===== src/rtl/ball_multi_draw.sv =====
// Multi-ball sprite drawer: NUM_BALLS 32x32 balls from one shared 2-bit bitmap,
// each with its own body colour, visibility and frame-timed sink-into-pocket shrink.
module ball_multi_draw #(
   parameter int unsigned          NUM_BALLS            = 2,
   parameter int unsigned          SINK_RATE            = 2,
   parameter logic [NUM_BALLS-1:0] INIT_VISIBLE         = '1,
   parameter logic [7:0]           TRANSPARENT_ENCODING = 8'hFF,
   localparam int unsigned         IDX_W                = (NUM_BALLS > 1) ? $clog2(NUM_BALLS) : 1
) (
   input  logic                 clk,
   input  logic                 reset,
   input  logic                 startOfFrame,
   input  logic signed [10:0]   pixelX,
   input  logic signed [10:0]   pixelY,
   input  logic signed [10:0]   ballTopLeftPosX [NUM_BALLS],
   input  logic signed [10:0]   ballTopLeftPosY [NUM_BALLS],
   input  logic [7:0]           ballColor [NUM_BALLS],
   input  logic [NUM_BALLS-1:0] sinkStart,
   input  logic [NUM_BALLS-1:0] spawn,
   output logic                 drawingRequestBall,
   output logic [7:0]           RGBoutBall,
   output logic [IDX_W-1:0]     ballHitIndex,
   output logic [NUM_BALLS-1:0] ballVisible,
   output logic [NUM_BALLS-1:0] sinkDone
);

   typedef enum logic [1:0] {
      ST_VISIBLE = 2'd0,
      ST_SINKING = 2'd1,
      ST_HIDDEN  = 2'd2
   } ball_state_e;

   localparam logic [3:0] LAST_CNT = 4'(SINK_RATE - 1);

   // Squared distance from the sprite centre, in half-pixel units: (2dx-31)^2 + (2dy-31)^2.
   function automatic logic [11:0] dist2(input logic [4:0] dx, input logic [4:0] dy);
      logic signed [11:0] u;
      logic signed [11:0] v;
      u = $signed({6'd0, dx, 1'b0}) - 12'sd31;
      v = $signed({6'd0, dy, 1'b0}) - 12'sd31;
      dist2 = 12'(u * u + v * v);
   endfunction

   function automatic logic [11:0] mask_limit(input logic [4:0] radius);
      logic [11:0] r;
      r = {7'd0, radius};
      mask_limit = (r * r) << 2'd2;
   endfunction

   // Bitmap: disc radius 16, outline ring from radius 14 outwards, number spot up-right.
   function automatic logic [1:0] rom_code(input logic [4:0] dx, input logic [4:0] dy);
      logic [11:0] d2;
      d2 = dist2(dx, dy);
      if (d2 > 12'd1024) begin
         rom_code = 2'd0;
      end else if (d2 > 12'd784) begin
         rom_code = 2'd2;
      end else if ((dx >= 5'd20) && (dx <= 5'd24) && (dy >= 5'd6) && (dy <= 5'd10)) begin
         rom_code = 2'd3;
      end else begin
         rom_code = 2'd1;
      end
   endfunction

   ball_state_e          state_r     [NUM_BALLS];
   ball_state_e          state_s     [NUM_BALLS];
   logic [4:0]           radius_r    [NUM_BALLS];
   logic [4:0]           radius_s    [NUM_BALLS];
   logic [3:0]           frame_cnt_r [NUM_BALLS];
   logic [3:0]           frame_cnt_s [NUM_BALLS];
   logic [NUM_BALLS-1:0] sink_done_s;
   logic [NUM_BALLS-1:0] sink_done_r;
   logic [NUM_BALLS-1:0] visible_s;
   logic [NUM_BALLS-1:0] hit_s;
   logic [NUM_BALLS-1:0] hit_r;
   logic [7:0]           col_s       [NUM_BALLS];
   logic [7:0]           col_r       [NUM_BALLS];
   logic [7:0]           rgb_s;
   logic [7:0]           rgb_r;
   logic [IDX_W-1:0]     idx_s;
   logic [IDX_W-1:0]     idx_r;

   // Per-ball state register: FSM state, radius and frame counter.
   always_ff @(posedge clk) begin
      for (int i = 0; i < NUM_BALLS; i++) begin
         if (reset) begin
            state_r[i]     <= INIT_VISIBLE[i] ? ST_VISIBLE : ST_HIDDEN;
            radius_r[i]    <= 5'd16;
            frame_cnt_r[i] <= 4'd0;
         end else begin
            state_r[i]     <= state_s[i];
            radius_r[i]    <= radius_s[i];
            frame_cnt_r[i] <= frame_cnt_s[i];
         end
      end
   end

   // Per-ball next state; spawn overrides everything, radius only moves on frame pulses.
   always_comb begin
      for (int i = 0; i < NUM_BALLS; i++) begin
         state_s[i]     = state_r[i];
         radius_s[i]    = radius_r[i];
         frame_cnt_s[i] = frame_cnt_r[i];
         if (spawn[i]) begin
            state_s[i]     = ST_VISIBLE;
            radius_s[i]    = 5'd16;
            frame_cnt_s[i] = 4'd0;
         end else begin
            case (state_r[i])
               ST_VISIBLE: begin
                  if (sinkStart[i]) begin
                     state_s[i]     = ST_SINKING;
                     frame_cnt_s[i] = 4'd0;
                  end else begin
                     state_s[i] = ST_VISIBLE;
                  end
               end
               ST_SINKING: begin
                  if (startOfFrame && (frame_cnt_r[i] == LAST_CNT)) begin
                     frame_cnt_s[i] = 4'd0;
                     radius_s[i]    = radius_r[i] - 5'd1;
                     state_s[i]     = (radius_r[i] == 5'd1) ? ST_HIDDEN : ST_SINKING;
                  end else if (startOfFrame) begin
                     frame_cnt_s[i] = frame_cnt_r[i] + 4'd1;
                  end else begin
                     frame_cnt_s[i] = frame_cnt_r[i];
                  end
               end
               ST_HIDDEN: state_s[i] = ST_HIDDEN;
               default:   state_s[i] = ST_HIDDEN;
            endcase
         end
      end
   end

   // Per-ball outputs decoded from the state register and the pending transition.
   always_comb begin
      for (int i = 0; i < NUM_BALLS; i++) begin
         visible_s[i]   = (state_r[i] != ST_HIDDEN);
         sink_done_s[i] = (state_r[i] == ST_SINKING) && (state_s[i] == ST_HIDDEN);
      end
   end

   // Stage-1 hit test: 12-bit signed offsets so a ball near the screen edge never wraps.
   always_comb begin : hit_test
      logic signed [11:0] off_x;
      logic signed [11:0] off_y;
      logic [4:0]         dx;
      logic [4:0]         dy;
      logic [1:0]         code;
      logic               in_box;
      for (int i = 0; i < NUM_BALLS; i++) begin
         off_x  = {pixelX[10], pixelX} - {ballTopLeftPosX[i][10], ballTopLeftPosX[i]};
         off_y  = {pixelY[10], pixelY} - {ballTopLeftPosY[i][10], ballTopLeftPosY[i]};
         in_box = (off_x >= 12'sd0) && (off_x < 12'sd32) && (off_y >= 12'sd0) && (off_y < 12'sd32);
         dx     = off_x[4:0];
         dy     = off_y[4:0];
         code   = rom_code(dx, dy);
         case (code)
            2'd1:    col_s[i] = ballColor[i];
            2'd2:    col_s[i] = 8'h00;
            2'd3:    col_s[i] = 8'hFE;
            default: col_s[i] = TRANSPARENT_ENCODING;
         endcase
         hit_s[i] = (state_r[i] != ST_HIDDEN) && in_box && (code != 2'd0)
                    && (dist2(dx, dy) <= mask_limit(radius_r[i]))
                    && (col_s[i] != TRANSPARENT_ENCODING);
      end
   end

   // Stage-2 priority select: scanning downwards leaves the lowest hitting index.
   always_comb begin
      rgb_s = TRANSPARENT_ENCODING;
      idx_s = '0;
      for (int i = NUM_BALLS - 1; i >= 0; i--) begin
         rgb_s = hit_r[i] ? col_r[i] : rgb_s;
         idx_s = hit_r[i] ? IDX_W'(i) : idx_s;
      end
   end

   // Pipeline and pulse output registers.
   always_ff @(posedge clk) begin
      if (reset) begin
         hit_r       <= '0;
         rgb_r       <= TRANSPARENT_ENCODING;
         idx_r       <= '0;
         sink_done_r <= '0;
         for (int i = 0; i < NUM_BALLS; i++) begin
            col_r[i] <= TRANSPARENT_ENCODING;
         end
      end else begin
         hit_r       <= hit_s;
         rgb_r       <= rgb_s;
         idx_r       <= idx_s;
         sink_done_r <= sink_done_s;
         for (int i = 0; i < NUM_BALLS; i++) begin
            col_r[i] <= col_s[i];
         end
      end
   end

   assign RGBoutBall         = rgb_r;
   assign ballHitIndex       = idx_r;
   assign drawingRequestBall = (rgb_r != TRANSPARENT_ENCODING);
   assign ballVisible        = visible_s;
   assign sinkDone           = sink_done_r;

endmodule


===== config.mk =====
export PLATFORM = sky130hd
export DESIGN_NAME = ball_multi_draw
export DESIGN_NICKNAME = d
export VERILOG_FILES = /design/src/rtl/ball_multi_draw.sv
export SDC_FILE = /design/constraint.sdc
export NUM_CORES = 1
export LEC_CHECK = 0
export ABC_AREA = 1
export BUFFER_PORTS_ARGS = -buffer_cell sky130_fd_sc_hd__buf_2
export CAP_MARGIN = 0
export CORE_MARGIN = 4
export CORE_UTILIZATION = 37
export DETAILED_ROUTE_END_ITERATION = 10
export GPL_ROUTABILITY_DRIVEN = 0
export PLACE_DENSITY_LB_ADDON = 0.08
export SYNTH_ARGS = -nofsm -noshare
export SYNTH_HDL_FRONTEND = slang
export SYNTH_SLANG_ARGS = --single-unit
export TNS_END_PERCENT = 5

===== constraint.sdc =====
create_clock -name clk -period 15.3 [get_ports clk]
set_input_delay 3.06 -clock clk [delete_from_list [all_inputs] [get_ports clk]]
set_output_delay 3.06 -clock clk [all_outputs]
set_load 0.02 [all_outputs]

# --- Word-level counts from Yosys, hierarchy flattened ---
# Memory sizes are Yosys's and may differ from the RTL's.
# Index checks and enable logic that the tools add are counted.
word_totals:
  output_inout_bits: 14
  regBits: 13
  ramBits: 38
  memories: 4
memory_table:
  columns: ["name", "words", "word_bits", "rd", "rd_clocked_by_memory_dff", "write_ports", "line", "source"]
  rows:
  - ["col_r", 2, 8, 2, 0, 2, "77", "logic [7:0] col_r [NUM_BALLS];"]
  - ["radius_r", 2, 5, 2, 0, 2, "67", "logic [4:0] radius_r [NUM_BALLS];"]
  - ["frame_cnt_r", 2, 4, 2, 0, 2, "69", "logic [3:0] frame_cnt_r [NUM_BALLS];"]
  - ["state_r", 2, 2, 2, 0, 2, "65", "ball_state_e state_r [NUM_BALLS];"]
classes:
  n_mul: 6
  n_eq_ne: 19
  reduce_logical: 29
  n_mux: 48
  bitwise: 8
  n_lt_le_gt_ge: 22
  addsub: 14
ops:
  columns: ["operator", "count"]
  rows:
  - ["$ge A12 B1 Y1 const B", 4]
  - ["$lt A12 B7 Y1 const B", 4]
  - ["$mul A7 B7 Y12", 4]
  - ["$pmux W8 S3", 2]
  - ["$sub A11 B11 Y12", 4]
  - ["$mux W4", 10]
  - ["$mux W5", 8]
  - ["$mux W8", 4]
  - ["$mux W2", 14]
  - ["$sub A6 B5 Y7 const B", 4]
  - ["$add A12 B12 Y12", 2]
  - ["$gt A12 B10 Y1 const B", 2]
  - ["$gt A12 B11 Y1 const B", 2]
  - ["$le A12 B12 Y1", 2]
  - ["$logic_and A1 B1 Y1", 24]
  - ["$ne A8 B8 Y1 const B", 3]
  - ["$mul A5 B5 Y10", 2]
  - ["$pmux W4 S2", 2]
  - ["$eq A2 B2 Y1 const B", 6]
  - ["$eq A5 B1 Y1 const B", 2]
  - ["$ge A5 B3 Y1 const B", 2]
  - ["$ge A5 B5 Y1 const B", 2]
  - ["$le A5 B4 Y1 const B", 2]
  - ["$le A5 B5 Y1 const B", 2]
  - ["other kinds (11)", 33]

# --- Longest topological paths before layout ---
depth:
  word_depth: 12
  ltp_mapped: 50

# --- Worst setup path before layout ---
# No wires, ideal clock.
synth_path:
  path_type: "input port to flip-flop"
  from: "input port pixelY[0]"
  to: "register hit_r[1]"
  path_stages: 37
  n_path_buf: 1
  path_slack_ns: 4.995
  arrival_time_ns: 10.239
  cell_sequence: "inv_1 ha_1 inv_1 fa_1 nand3_1 nand3b_1 nand2_2 buf_1 nand2_1 fa_1 inv_1 fa_1 fa_1 fa_1 fa_1 inv_1 fa_1 inv_1 ha_1 inv_2 o21ai_1 a31oi_1 inv_1 a21oi_1 o21bai_2 xor2_2 inv_2 ha_1 a2111oi_0 nand3_1 nor2_1 nand4_1 nor2_1 nand3_1 nor2_1 nand3_1 a21oi_2"
synth_between:
  elab_chain_cells: 11
synth_lines:
  columns: ["item", "line", "source"]
  rows:
  - ["start, declared", "14", "input logic signed [10:0] pixelY,"]
  - ["$sub A11 B11 Y12 (*)", "154", "off_y = {pixelY[10], pixelY} - {ballTopLeftPosY[i][10], ballTopLeftPosY[i]};"]
  - ["$sub A6 B5 Y7 or $ge A5 B3 Y1 (tied branches)", "40, 58", null]
  - ["$mul A7 B7 Y12 or $logic_and A1 B1 Y1 (tied branches)", "41, 58", null]
  - ["$add A12 B12 Y12 or $logic_and A1 B1 Y1 (tied branches)", "41, 58", null]
  - ["$gt A12 B10 Y1 or $mux W2 (tied branches)", "56, 58", null]
  - ["$mux W2", "56", "end else if (d2 > 12'd784) begin"]
  - ["$mux W2", "54", "if (d2 > 12'd1024) begin"]
  - ["$eq A2 B2 Y1 (tied with other cells)", "159", "case (code)"]
  - ["$pmux W8 S3 or $logic_and A1 B1 Y1 (tied branches)", "159, 165", null]
  - ["$ne A8 B8 Y1 or $logic_and A1 B1 Y1 (tied branches)", "167, 166", null]
  - ["$logic_and A1 B1 Y1 (*)", "167", "&& (col_s[i] != TRANSPARENT_ENCODING);"]
  - ["end signal, assigned", "192", "hit_r <= hit_s;"]
  - ["end, declared", "75", "logic [NUM_BALLS-1:0] hit_r;"]
# Mark *: on every way between the ends. The rest lies on a longest branch, timed or not.
# A chain may end at the register's enable or synchronous reset.

# --- Worst setup path after layout ---
# Same ends and word-level chain as after synthesis.

==> results.toml <==
[yosys]
synth_area_um2 = 10800
synth-seq-cells = 51
syn_avg_cell_area_um2 = 7.258
synth.area.top_cells = "fa_1 22%, ha_1 19%, inv_1 14%"
syn_nets = 1858
synth.top_cell.area_share_pct = 22.06
ys_seq_area_share_pct = 9.453
synthCells = 1488
synth_cell_type_count = 48
yosys_most_used_dff = "dfxtp_1"
yosysTopAreaCell = "fa_1"
synth_edf_count = 0
async_flop_share_pct = 0
yosysWarnings = 0

[job]
maxCapViolations = 0

[setup_path]
end_kind = "flop"
slowest_delay_ns = 0.54
path_max_fanout = 16
crit_path_start_kind = "primary input"
reg2reg_depth = 25
arrival_ns = 11.23
path_class = "in -> reg"
critical_path.slowest_cell = "fa_1"
required_ns = 15.52

[grt]
grt_antenna_before_repair = 2
track_usage_pct = 17.14
grt_pass1_wl_mm = 44.34
overflow = 0
met1_usage_pct = 26.08
grt_pass1_vias = 8848
grt_max_degree = 17
use_met2_pct = 27.39
busiest_layer = "met2"
met3_usage_pct = 1.160

[route]
wl_mm = 26.62
wl_per_cell_um = 13.53
drc = 0
routed-via-count = 8923
drtIter0Drc = 399
antenna_left = 0
vias_per_cell = 4.534
drt_first_pass_iters = 5

[placed_design]
dp_cells = 1960
hpwl_mm = 24.05
port_buffers = 102
dpl_cell_area_um2 = 11730

[run_status]
status = "finished clean"

[die]
dieHeight_um = 178.9
num_rows = 62
dieWidth_um = 178.9
die_area_um2 = 31990
io_pins = 103
core_um2 = 28780
initial_core_util_pct = 37.53

[timing]
clock_skew_ns = 0.008886
timing.final.crit_share_pct = 71.92
hold_viol = 0
timing.setup.tns_ns = 0
max-slew-margin-rel_pct = 44.40
setup_violations = 0
tightestPinTransition_ns = 0.8311
rsz0062_at_grt = "false"
clock.fmax_mhz = 90.88
report.final.slew_viol_count = 0
finalCriticalPeriod_ns = 11.00
hold_ws_ns = 0.4429

[layout]
nFillCells = 3039
final_common_cell = "inv_1"
fin_cells = 1968
n_antenna_cell = 0
final_cell_mix = "405 x inv_1, 266 x nand2_1, 162 x ha_1"
drive_gt1_share_pct = 10.16
final_area_um2 = 11900
area_growth_pct = 10.14
layout.nets = 1953

[clock_tree]
clkTransAtPathRegs_ns = 0.07
cts_buffers = 5
root_buffer = "clkbuf_16"
cts_htree_levels = 2
cts_tree = "built"
clock_path_buffers = 2
postCtsSetupBuffers = 0
cts_resized = 0
cts_sinks = 51
clk_latency_ns = 0.29
hold_buffers = 0

[hold_path]
min-delay-path-class = "reg -> reg"
hold_depth = 2
metrics by stage:
| stage | setup slack [ns] | utilization (%) |
|---|---|---|
| after global placement | 4.145 | 40.75 |
| after detailed placement | 3.890 | 40.75 |
| after global routing | 3.546 | 41.33 |
| final | 4.296 | 41.33 |
| after CTS | 4.156 | 41.33 |
| after floorplan | 4.995 | - |
final cells by class:
class	count	area (um^2)	share of cell area, %
Clock buffer	6	128.9	1.083
Tap cell	384	480.5	4.039
Inverter	416	1567	13.17
Multi-Input combinational cell	1007	8149	68.51
Clock inverter	2	38.79	0.3261
Timing Repair Buffer	102	510.5	4.292
Sequential cell	51	1021	8.583
registers in the layout, summed over array words and instances, names as in the netlist:
register and count:
RGBoutBall 8, ballHitIndex 1, col_r 16, frame_cnt_r 8, hit_r 2, radius_r 10, sinkDone 2, state_r 4
kinds of logic (layout without fill, tap and decap cells):
logic type                 after synthesis  after routing  share of synthesized area, %
DFF                                     51             51                         9.453
adders and majority gates              281            281                         40.82
AOI/OAI and AO/OA                      163            163                         8.469
buffers and inverters                  430            526                         15.09
xor gates and xnor gates                67             67                         5.572
and+or+nand+nor                        496            496                         20.59
path summary, 6_finish.rpt:
kind | to | slack, ns | start
max | hit_r[1]$_SDFF_PP0_ | 4.30 | pixelY[0]
min | RGBoutBall[6]$_SDFF_PP1_ | 0.44 | col_r[0][6]$_SDFF_PP1_
max reg2reg | hit_r[1]$_SDFF_PP0_ | 10.38 | radius_r[1][3]$_SDFFE_PP0P_
min reg2reg | RGBoutBall[6]$_SDFF_PP1_ | 0.44 | col_r[0][6]$_SDFF_PP1_
critical path: cells and delay by family:
| kind | cells | cell delay [ns] |
|---|---|---|
| and+or+nand+nor | 11 | 1.37 |
| AOI/OAI and AO/OA | 6 | 1.20 |
| buffers and inverters | 11 | 0.88 |
| xor gates and xnor gates | 1 | 0.44 |
| adders and majority gates | 10 | 4.25 |
Yosys cell counts, types with 2 or more instances:
cell	instances
a21boi_0	2
a21o_1	5
a21oi_1	77
a31o_2	4
a31oi_1	7
clkbuf_1	11
dfxtp_1	51
fa_1	119
ha_1	162
inv_1	405
inv_2	9
nand2_1	266
nand2_2	13
nand2_4	4
nand3_1	53
nand3_2	9
nand3_4	2
nand3b_1	4
nand4_1	28
nor2_1	90
nor3_1	18
o211ai_1	2
o21a_1	4
o21ai_0	46
o21ai_1	3
o21bai_1	5
or2_1	2
or2_2	3
xnor2_1	22
xor2_1	43
xor2_2	2
routing by layer:
metal	up-vias	share of wire, %	wire, um
met3	10	3.9	1045
met2	151	43	11400
met4	4	0.51	137
li1	4731	-	-
met5	-	0.10	27
met1	4027	53	14010
Power is left out: the tool's default activity adds up to more than one toggle a clock period on the data nets, which glitch-free logic cannot reach.
